[config.mk]
export PLATFORM = sky130hd
export DESIGN_NAME = mdu_iter
export DESIGN_NICKNAME = d
export VERILOG_FILES = /design/src/rtl/mdu_pkg.sv /design/src/rtl/mdu_div_core.sv /design/src/rtl/mdu_iter.sv
export SDC_FILE = /design/constraint.sdc
export NUM_CORES = 2
export LEC_CHECK = 0
export ABC_AREA = 1
export BUFFER_PORTS_ARGS = -buffer_cell sky130_fd_sc_hd__buf_4
export CAP_MARGIN = 25
export CORE_MARGIN = 4
export CORE_UTILIZATION = 55
export CTS_BUF_LIST = sky130_fd_sc_hd__clkbuf_16
export DETAILED_ROUTE_END_ITERATION = 7
export PLACE_DENSITY = 0.72
export SLEW_MARGIN = 20
export SYNTH_ARGS = -nofsm -noshare
export SYNTH_HDL_FRONTEND = slang
export SYNTH_SLANG_ARGS = --single-unit
[constraint.sdc]
create_clock -name clk -period 10 [get_ports clk]
set_input_delay 1.5 -clock clk [delete_from_list [all_inputs] [get_ports clk]]
set_output_delay 1.5 -clock clk [all_outputs]
set_load 0.05 [all_outputs]
[src/rtl/mdu_pkg.sv]
// Shared encodings for the iterative multiply/divide unit: op codes,
// FSM state codes and small op-classification helpers.
package mdu_pkg;

    localparam logic [2:0] MDU_MULT  = 3'd0;
    localparam logic [2:0] MDU_MULTU = 3'd1;
    localparam logic [2:0] MDU_DIV   = 3'd2;
    localparam logic [2:0] MDU_DIVU  = 3'd3;
    localparam logic [2:0] MDU_MTHI  = 3'd4;
    localparam logic [2:0] MDU_MTLO  = 3'd5;

    localparam logic [1:0] ST_IDLE = 2'd0;
    localparam logic [1:0] ST_MUL  = 2'd1;
    localparam logic [1:0] ST_DIV  = 2'd2;
    localparam logic [1:0] ST_DONE = 2'd3;

    function automatic logic op_is_muldiv(input logic [2:0] op);
        return (op == MDU_MULT) || (op == MDU_MULTU) || (op == MDU_DIV) || (op == MDU_DIVU);
    endfunction

    function automatic logic op_is_mul(input logic [2:0] op);
        return (op == MDU_MULT) || (op == MDU_MULTU);
    endfunction

    function automatic logic op_is_signed(input logic [2:0] op);
        return (op == MDU_MULT) || (op == MDU_DIV);
    endfunction

endpackage

[src/rtl/mdu_div_core.sv]
// Shared iterative datapath: a partial-remainder register (r), a
// quotient/multiplier shift register (q), an operand register (d) and one
// W+1-bit adder. In divide mode each step is one restoring-division bit;
// in multiply mode each step is one shift-add bit with {r,q} as the
// growing 2W-bit product. q_nxt/r_nxt expose the post-step values so the
// owner can commit the final step in the same cycle.
module mdu_div_core #(
    parameter int W = 32
) (
    input  logic         clk,
    input  logic         load,
    input  logic         step,
    input  logic         mul,
    input  logic [W-1:0] q_in,
    input  logic [W-1:0] d_in,
    output logic [W-1:0] q_o,
    output logic [W-1:0] d_o,
    output logic [W-1:0] q_nxt,
    output logic [W-1:0] r_nxt
);

    logic [W-1:0] q_r;
    logic [W-1:0] r_r;
    logic [W-1:0] d_r;
    logic [W:0]   opx;
    logic [W:0]   opy;
    logic [W+1:0] sum;
    logic [W:0]   mul_t;

    // One shared adder: subtract d from the shifted remainder, or add d to the upper product half
    always_comb begin
        opx   = mul ? {1'b0, r_r} : {r_r, q_r[W-1]};
        opy   = mul ? {1'b0, d_r} : ~{1'b0, d_r};
        sum   = {1'b0, opx} + {1'b0, opy} + {{(W+1){1'b0}}, ~mul};
        mul_t = q_r[0] ? sum[W:0] : {1'b0, r_r};
        if (mul) begin
            r_nxt = mul_t[W:1];
            q_nxt = {mul_t[0], q_r[W-1:1]};
        end else if (sum[W+1]) begin
            // no borrow: the trial subtraction is kept and the quotient bit is 1
            r_nxt = sum[W-1:0];
            q_nxt = {q_r[W-2:0], 1'b1};
        end else begin
            r_nxt = {r_r[W-2:0], q_r[W-1]};
            q_nxt = {q_r[W-2:0], 1'b0};
        end
    end

    // Datapath registers: load operands at start, advance one bit per step
    always_ff @(posedge clk) begin
        if (load) begin
            q_r <= q_in;
            d_r <= d_in;
            r_r <= '0;
        end else if (step) begin
            q_r <= q_nxt;
            r_r <= r_nxt;
        end
    end

    assign q_o = q_r;
    assign d_o = d_r;

endmodule

[src/rtl/mdu_iter.sv]
// Iterative multiply/divide unit with HI/LO registers for the execute stage.
// Operands are reduced to magnitudes at start; signs are restored at commit.
// Optional feature macro MDU_ITER_MUL_EN: when defined, multiplies run as W
// shift-add steps on the shared core; otherwise a single-cycle array
// multiply is used and MUL lasts one cycle.
module mdu_iter
    import mdu_pkg::*;
#(
    parameter int           W        = 32,
    parameter logic [W-1:0] HILO_RST = '0
) (
    input  logic         clk,
    input  logic         resetn,
    input  logic         start,
    input  logic [2:0]   op,
    input  logic [W-1:0] a,
    input  logic [W-1:0] b,
    input  logic         flush,
    output logic         stall,
    output logic         done,
    output logic         busy,
    output logic [W-1:0] hi_o,
    output logic [W-1:0] lo_o
);

    localparam int CNT_W = $clog2(W) + 1;

    logic [1:0]       state;
    logic [CNT_W-1:0] cnt;
    logic             neg_q;
    logic             neg_r;
    logic             b_zero;
    logic             go;
    logic             cnt_last;
    logic             mul_last;
    logic             core_mul;
    logic [W-1:0]     q_in;
    logic [W-1:0]     d_in;
    logic [W-1:0]     q_o;
    logic [W-1:0]     d_o;
    logic [W-1:0]     q_nxt;
    logic [W-1:0]     r_nxt;
    logic [W-1:0]     quot_fix;
    logic [W-1:0]     rem_fix;
    logic [2*W-1:0]   prod_mag;
    logic [2*W-1:0]   prod;

    function automatic logic [W-1:0] mag(input logic [W-1:0] x, input logic sgn);
        return (sgn && x[W-1]) ? -x : x;
    endfunction

    assign go       = (state == ST_IDLE) && start && !flush && op_is_muldiv(op);
    assign cnt_last = (cnt == CNT_W'(W - 1));
    assign done     = (state == ST_DONE);
    assign busy     = (state != ST_IDLE);
    assign stall    = start && op_is_muldiv(op) && !done && !flush;

    // Multiplicand goes to d and multiplier to q; for divides q holds the dividend
    assign q_in = op_is_mul(op) ? mag(b, op_is_signed(op)) : mag(a, op_is_signed(op));
    assign d_in = op_is_mul(op) ? mag(a, op_is_signed(op)) : mag(b, op_is_signed(op));

`ifdef MDU_ITER_MUL_EN
    assign core_mul = (state == ST_MUL);
    assign mul_last = cnt_last;
    assign prod_mag = {r_nxt, q_nxt};
`else
    assign core_mul = 1'b0;
    assign mul_last = 1'b1;
    assign prod_mag = {{W{1'b0}}, d_o} * {{W{1'b0}}, q_o};
`endif

    mdu_div_core #(.W(W)) u_core (
        .clk   (clk),
        .load  (go),
        .step  ((state == ST_DIV) || (state == ST_MUL)),
        .mul   (core_mul),
        .q_in  (q_in),
        .d_in  (d_in),
        .q_o   (q_o),
        .d_o   (d_o),
        .q_nxt (q_nxt),
        .r_nxt (r_nxt)
    );

    // Sign fix-up at commit; negation wraps mod 2^W, which also covers MIN / -1
    always_comb begin
        prod     = neg_q ? -prod_mag : prod_mag;
        quot_fix = b_zero ? {W{1'b1}} : (neg_q ? -q_nxt : q_nxt);
        rem_fix  = neg_r ? -r_nxt : r_nxt;
    end

    // Sign flags captured alongside the operand magnitudes
    always_ff @(posedge clk) begin
        if (go) begin
            neg_q  <= op_is_signed(op) && (a[W-1] ^ b[W-1]);
            neg_r  <= op_is_signed(op) && a[W-1];
            b_zero <= (b == '0);
        end
    end

    // Control FSM; flush returns to IDLE from any state
    always_ff @(posedge clk or negedge resetn) begin
        if (!resetn) begin
            state <= ST_IDLE;
            cnt   <= '0;
        end else if (flush) begin
            state <= ST_IDLE;
        end else begin
            case (state)
                ST_IDLE: begin
                    if (go) begin
                        state <= op_is_mul(op) ? ST_MUL : ST_DIV;
                        cnt   <= '0;
                    end
                end
                ST_MUL: begin
                    if (mul_last) state <= ST_DONE;
                    cnt <= cnt + CNT_W'(1);
                end
                ST_DIV: begin
                    if (cnt_last) state <= ST_DONE;
                    cnt <= cnt + CNT_W'(1);
                end
                default: state <= ST_IDLE;
            endcase
        end
    end

    // HI/LO: direct moves in IDLE, result write on the final iteration
    always_ff @(posedge clk or negedge resetn) begin
        if (!resetn) begin
            hi_o <= HILO_RST;
            lo_o <= HILO_RST;
        end else if (!flush) begin
            if (state == ST_IDLE && start && op == MDU_MTHI) begin
                hi_o <= a;
            end else if (state == ST_IDLE && start && op == MDU_MTLO) begin
                lo_o <= a;
            end else if (state == ST_MUL && mul_last) begin
                hi_o <= prod[2*W-1:W];
                lo_o <= prod[W-1:0];
            end else if (state == ST_DIV && cnt_last) begin
                hi_o <= rem_fix;
                lo_o <= quot_fix;
            end
        end
    end

endmodule

; ---- After elaboration in Yosys (flattened, before gate mapping)
; Cells that the tools add are included.
[word_totals]
wordCells = 94
ff_bits = 171
[classes]
mul = 1
n_eq_ne = 13
n_reduce_logical = 32
n_bitwise = 4
muxes = 26
add_sub_neg = 8
[ops]
columns = op, count
row1 = $mux 32, 17
row2 = $neg 32->32, 4
row3 = $mul 32x32->64, 1
row4 = $mux 64, 1
row5 = $neg 64->64, 1
row6 = $add 33x33->34, 1
row7 = $add 34x1->34 const B, 1
row8 = $not 32->33, 1
row9 = $logic_not 32->1, 1
row10 = $logic_and 1x1->1, 12
row11 = $pmux 6 s2, 1
row12 = $reduce_and 3->1, 3
row13 = $mux 2, 4
row14 = $add 6x1->6 const B, 1
row15 = $eq 3x2->1 const B, 2
row16 = $eq 3x3->1 const B, 2
row17 = $eq 6x5->1 const B, 1
row18 = $mux 6, 1
row19 = $ne 3x3->1 const B, 2
row20 = $pmux 2 s3, 1
row21 = $reduce_bool 2->1, 3
row22 = $reduce_bool 3->1, 2
row23 = $logic_or 1x1->1, 5
row24 = $eq 2x2->1 const B, 2
row25 = other kinds (11), 14

; ---- Longest topological paths before layout
[depth]
depth_word = 10
ltp_mapped = 44
depth_no_buf = 42

; ---- Cells and area by module
; Synthesis repeated with hierarchy kept, for this count alone.
[hier_totals]
hier_cells = 7979
area_unflattened_um2 = 53859.2
[by_module_without_submodules]
columns = module, n_inst, area_per_inst_um2, cells_per_inst, seq_area_each_um2
row1 = mdu_iter, 1, 46374.5, 6857, 1891.8
row2 = mdu_div_core, 1, 7484.7, 1122, 2562.5

; ---- Least setup slack after synthesis
; Ideal clock, no wire load.
[synth_path]
path_kind = reg-to-reg
startpoint = register u_core.q_r[5] (netlist: u_core.q_o[5])
endpoint = register hi_o[13]
path_stages_with_launch = 38
path_buffers = 2
required_ps = 9882
path_slack_ps = 2716
arrival_ps = 7166
cell_sequence = edfxtp_1 > clkbuf_1 > clkbuf_1 > nand2_1 > fa_1 > inv_1 > fa_1 > fa_1 > inv_1 > fa_1 > inv_1 > fa_1 > fa_1 > fa_1 > inv_1 > fa_1 > inv_1 > ha_1 > [... 2 more ...] > nand2_1 > nor3_1 > inv_1 > o21ai_1 > inv_1 > nand2_1 > nand2_1 > nand2_1 > nand2_1 > nor2_1 > nand2_1 > nor2_1 > o21ai_0 > or2_1 > nand2_1 > nand2_1 > nand2_1 > nand2_1
[synth_between]
elab_chain_cells = 6
[synth_lines]
columns = element, line_no
row1 = "start, declared", mdu_div_core.sv:22  ; logic [W-1:0] q_r;
row2 = "start signal, assigned", mdu_div_core.sv:52  ; q_r <= q_in;
row3 = "start signal, assigned", mdu_div_core.sv:56  ; q_r <= q_nxt;
row4 = $mul 32x32->64 (*), mdu_iter.sv:69  ; assign prod_mag = {{W{1'b0}}, d_o} * {{W{1'b0}}, q_o};
row5 = $neg 64->64, mdu_iter.sv:87  ; prod = neg_q ? -prod_mag : prod_mag;
row6 = $mux 64 (*), mdu_iter.sv:87
row7 = $mux 32 (*), mdu_iter.sv:139  ; end else if (state == ST_MUL && mul_last) begin
row8 = $mux 32 (*), mdu_iter.sv:137  ; end else if (state == ST_IDLE && start && op == MDU_MTLO) begin
row9 = $mux 32 (*), mdu_iter.sv:135  ; if (state == ST_IDLE && start && op == MDU_MTHI) begin
row10 = "end signal, assigned", mdu_iter.sv:140  ; hi_o <= prod[2*W-1:W];
row11 = "end signal, assigned", mdu_iter.sv:143  ; hi_o <= rem_fix;
row12 = "end, declared", mdu_iter.sv:22  ; output logic [W-1:0] hi_o,
; Every way passes the cells marked *; elsewhere a longest branch is shown, timed or not. The select of a mux whose other input is x is not followed.
; A chain may end at the register's enable or synchronous reset.

; ---- Worst setup path in the final report
[layout_path]
startpoint = register u_core.d_r[17] (netlist: u_core.d_o[17])
endpoint = register lo_o[28]
[layout_between]
elab_chain_cells = 10
elab_cells_between_ends = 13
[layout_lines]
columns = element, line_no
row1 = "start, declared", mdu_div_core.sv:24  ; logic [W-1:0] d_r;
row2 = "start signal, assigned", mdu_div_core.sv:53  ; d_r <= d_in;
row3 = $not 32->33, mdu_div_core.sv:33  ; opy = mul ? {1'b0, d_r} : ~{1'b0, d_r};
row4 = $add 33x33->34, mdu_div_core.sv:34  ; sum = {1'b0, opx} + {1'b0, opy} + {{(W+1){1'b0}}, ~mul};
row5 = $add 34x1->34, mdu_div_core.sv:34
row6 = $mux 1, mdu_div_core.sv:39  ; end else if (sum[W+1]) begin
row7 = $neg 32->32, mdu_iter.sv:88  ; quot_fix = b_zero ? {W{1'b1}} : (neg_q ? -q_nxt : q_nxt);
row8 = $mux 32 (2 in a row), mdu_iter.sv:88
row9 = $mux 32, mdu_iter.sv:142  ; end else if (state == ST_DIV && cnt_last) begin
row10 = $mux 32 (*), mdu_iter.sv:139
row11 = $mux 32 (*), mdu_iter.sv:137
row12 = "end signal, assigned", mdu_iter.sv:141  ; lo_o <= prod[W-1:0];
row13 = "end signal, assigned", mdu_iter.sv:144  ; lo_o <= quot_fix;
row14 = "end, declared", mdu_iter.sv:23  ; output logic [W-1:0] lo_o
; Marked as above.

==> run metrics <==
outcome=finished, final reports clean; row count=113; sequential share of the synthesized area=8.492%; max-capacitance violation count=0; Final period util=91.40%; Post-synth EDFFs=67; Yosys warning count=0; Setup WS pre-CTS=0.8533 ns; clk root buf=clkbuf_16; DRC violations left=0; core box area=94870 sq um; commonest cells in the netlist=nand2_1 (2454), inv_1 (2035), fa_1 (897); Placer Congestion=1.047; area grow syn2layout=6.026%; achievable frequency=0.1094 GHz; Avg Inst Size Synth=6.793 sq um; Setup Buffers After CTS=0; clk buf depth=2; share of layout cells above drive strength 1=5.354%; Max Slew Vio Count=0; drt first pass iters=7; startpoint types=flip-flop; wire per inst=20.86 microns; Synth Instances=7721; CTS tree=built; post-cts resize count=0; hold buffer count at cts=0; Clock transition at path regs=0.08 ns; worst hold path class=flip-flop to flip-flop; worst endpoint data arrival time=9.59 ns; clk sinks=171; top cell type's share of synthesized area=34.24%; detailed-route wire length=186900 microns; largest cells by area after synthesis=fa_1 (34%), nand2_1 (18%), inv_1 (15%), ha_1 (7.3%), edfxtp_1 (3.8%); most common cell in the synthesized netlist=nand2_1; initial antenna violation count=11; Synth Register Bits=171; Final Hold Viols=0; slowest stage delay, CP=1.02 ns; Detail Placement HPWL=158500 microns; Die ar.=100400 sq um; I/O Pins=138; cell taking the most area after synthesis=fa_1; Final Skew=0.01405 ns; Setup TNS=0 ns; global-route track usage on met1=50.52%; Yosys cell types=56; NumNets Final=8956; met3 Track Usage GR=7.572%; # fillers=9154; min Tclk post-route=9.140 ns; initial DRC count=4768; Die Wd=316.8 microns; first-pass GRT wire length=286200 microns; crit end category=flip-flop; met2 track demand over resource=60.17%; final hold slack=0.4894 ns; Slew headroom=29.60%; kind of critical path=flip-flop to flip-flop; busiest grt layer=met2; Critical Path RT=10.45 ns; initial cell density of the core=55.29%; multi-input gate area in the final layout=38950 sq um; synthesized net count=8995; Mapped Area=52450 sq um; post-route worst setup slack=0.8596 ns; CTS Buf Count=17; clk_lat worst skew=0.51 ns; CP max stage cell=edfxtp_1; vias in the first global route=48842; Die Ht=316.8 microns; FF+latch area=4454 sq um; Worst-Margin Slew=1.056 ns; GRT Util Overall=37.79%; PortBufs=137; Crit Path Max Fanout=15; grt ovf=0; Synth Flop Type=dfrtp_1; via-per-instance ratio=5.437; H-tree level count=4; pin count of the biggest net entering global routing=83; Post-synth ARST share=42.11%; RSZ-0062 raised after global routing=false; endpoints failing setup=0; DRT antenna net count=0; routed vias=48728
## worst max-delay path, delay by kind of cell, from the launching register on
family | cells | cell delay, ns
XOR/XNOR | 1 | 0.25
adder cells (fa/ha/maj) | 9 | 4.34
AO/OA/AOI/OAI | 3 | 0.79
flip-flops | 1 | 1.02
AND/OR/NAND/NOR | 12 | 1.84
buffers and inverters | 6 | 0.78
## worst paths after layout
kind                       cells past startpoint                startpoint  slack, ns                   end
max in group asynchronous                      1                    resetn       8.20  lo_o[25]$_DFFE_PN0P_
hold / removal                                 2      lo_o[22]$_DFFE_PN0P_       0.49  lo_o[22]$_DFFE_PN0P_
setup / recovery                              31  u_core.d_o[17]$_DFFE_PP_       0.86  lo_o[28]$_DFFE_PN0P_
hold reg to reg                                2      lo_o[22]$_DFFE_PN0P_       0.49  lo_o[22]$_DFFE_PN0P_
setup reg to reg                              31  u_core.d_o[17]$_DFFE_PP_       0.86  lo_o[28]$_DFFE_PN0P_
min in group asynchronous                      1                    resetn       1.11  state[0]$_DFFE_PN0P_
## stage by stage
stage,utilization (%),area (sq um),std cells
final,58.62,55610,8962
after CTS,58.55,55550,8957
after global placement,57.88,54910,8922
after global routing,58.61,55610,8960
after detailed placement,57.93,54960,8925
after floorplan,-,52450,7721
## placed cells by master, fill, tap and decap left out, drive strengths merged, types with 2 or more instances in the layout
cell type / instances
nor2: 400
o21ai: 214
o21bai: 7
a21boi: 2
xnor2: 27
nand4: 50
xor2: 70
clkbuf: 17
fa: 897
clkinv: 9
o21a: 2
nor3b: 4
o211ai: 19
a2bb2oi: 3
a21oi: 203
nand2: 2478
or2: 7
a31oi: 19
inv: 2055
buf: 292
edfxtp: 67
dfrtp: 72
o221ai: 2
ha: 306
nor4: 8
a21o: 2
nand3: 298
o22ai: 45
o31ai: 3
dfxtp: 32
nor3: 55
nand3b: 25
diode: 2
## layout make-up
type                       instances  area share, %
multi-input combinational       5151          70.04
antenna                            2       0.009000
clock buffer                      17         0.7650
inverter                        2049          13.83
tap                             1265          2.846
timing repair buffer             292          4.203
clock inverter                    15         0.3015
sequential                       171          8.010
## kinds of logic after synthesis
logic type | Yosys count | share of synthesized area (%)
multiplexers | 1 | 0.01908
flip-flops | 171 | 8.492
buffers and inverters | 2399 | 17.29
AND/OR/NAND/NOR | 3326 | 25.53
XOR/XNOR | 97 | 1.620
AO/OA/AOI/OAI | 524 | 5.511
adder cells (fa/ha/maj) | 1203 | 41.54
## registers in the layout, indices dropped and copies added, names as in the netlist
| signal | cells |
|---|---|
| u_core.d_o | 32 |
| neg_q | 1 |
| state | 2 |
| hi_o | 32 |
| lo_o | 32 |
| u_core.q_o | 32 |
| b_zero | 1 |
| neg_r | 1 |
| u_core.r_r | 32 |
| cnt | 6 |
## metal layers
layer	part of all wire (%)	wire, microns
met4	4.7	8835
met3	9.7	18190
met2	45	84830
met5	0.025	46
met1	40	75010
Power is left out: the tool's default activity adds up to more than one toggle a clock period on the data nets, which glitch-free logic cannot reach.
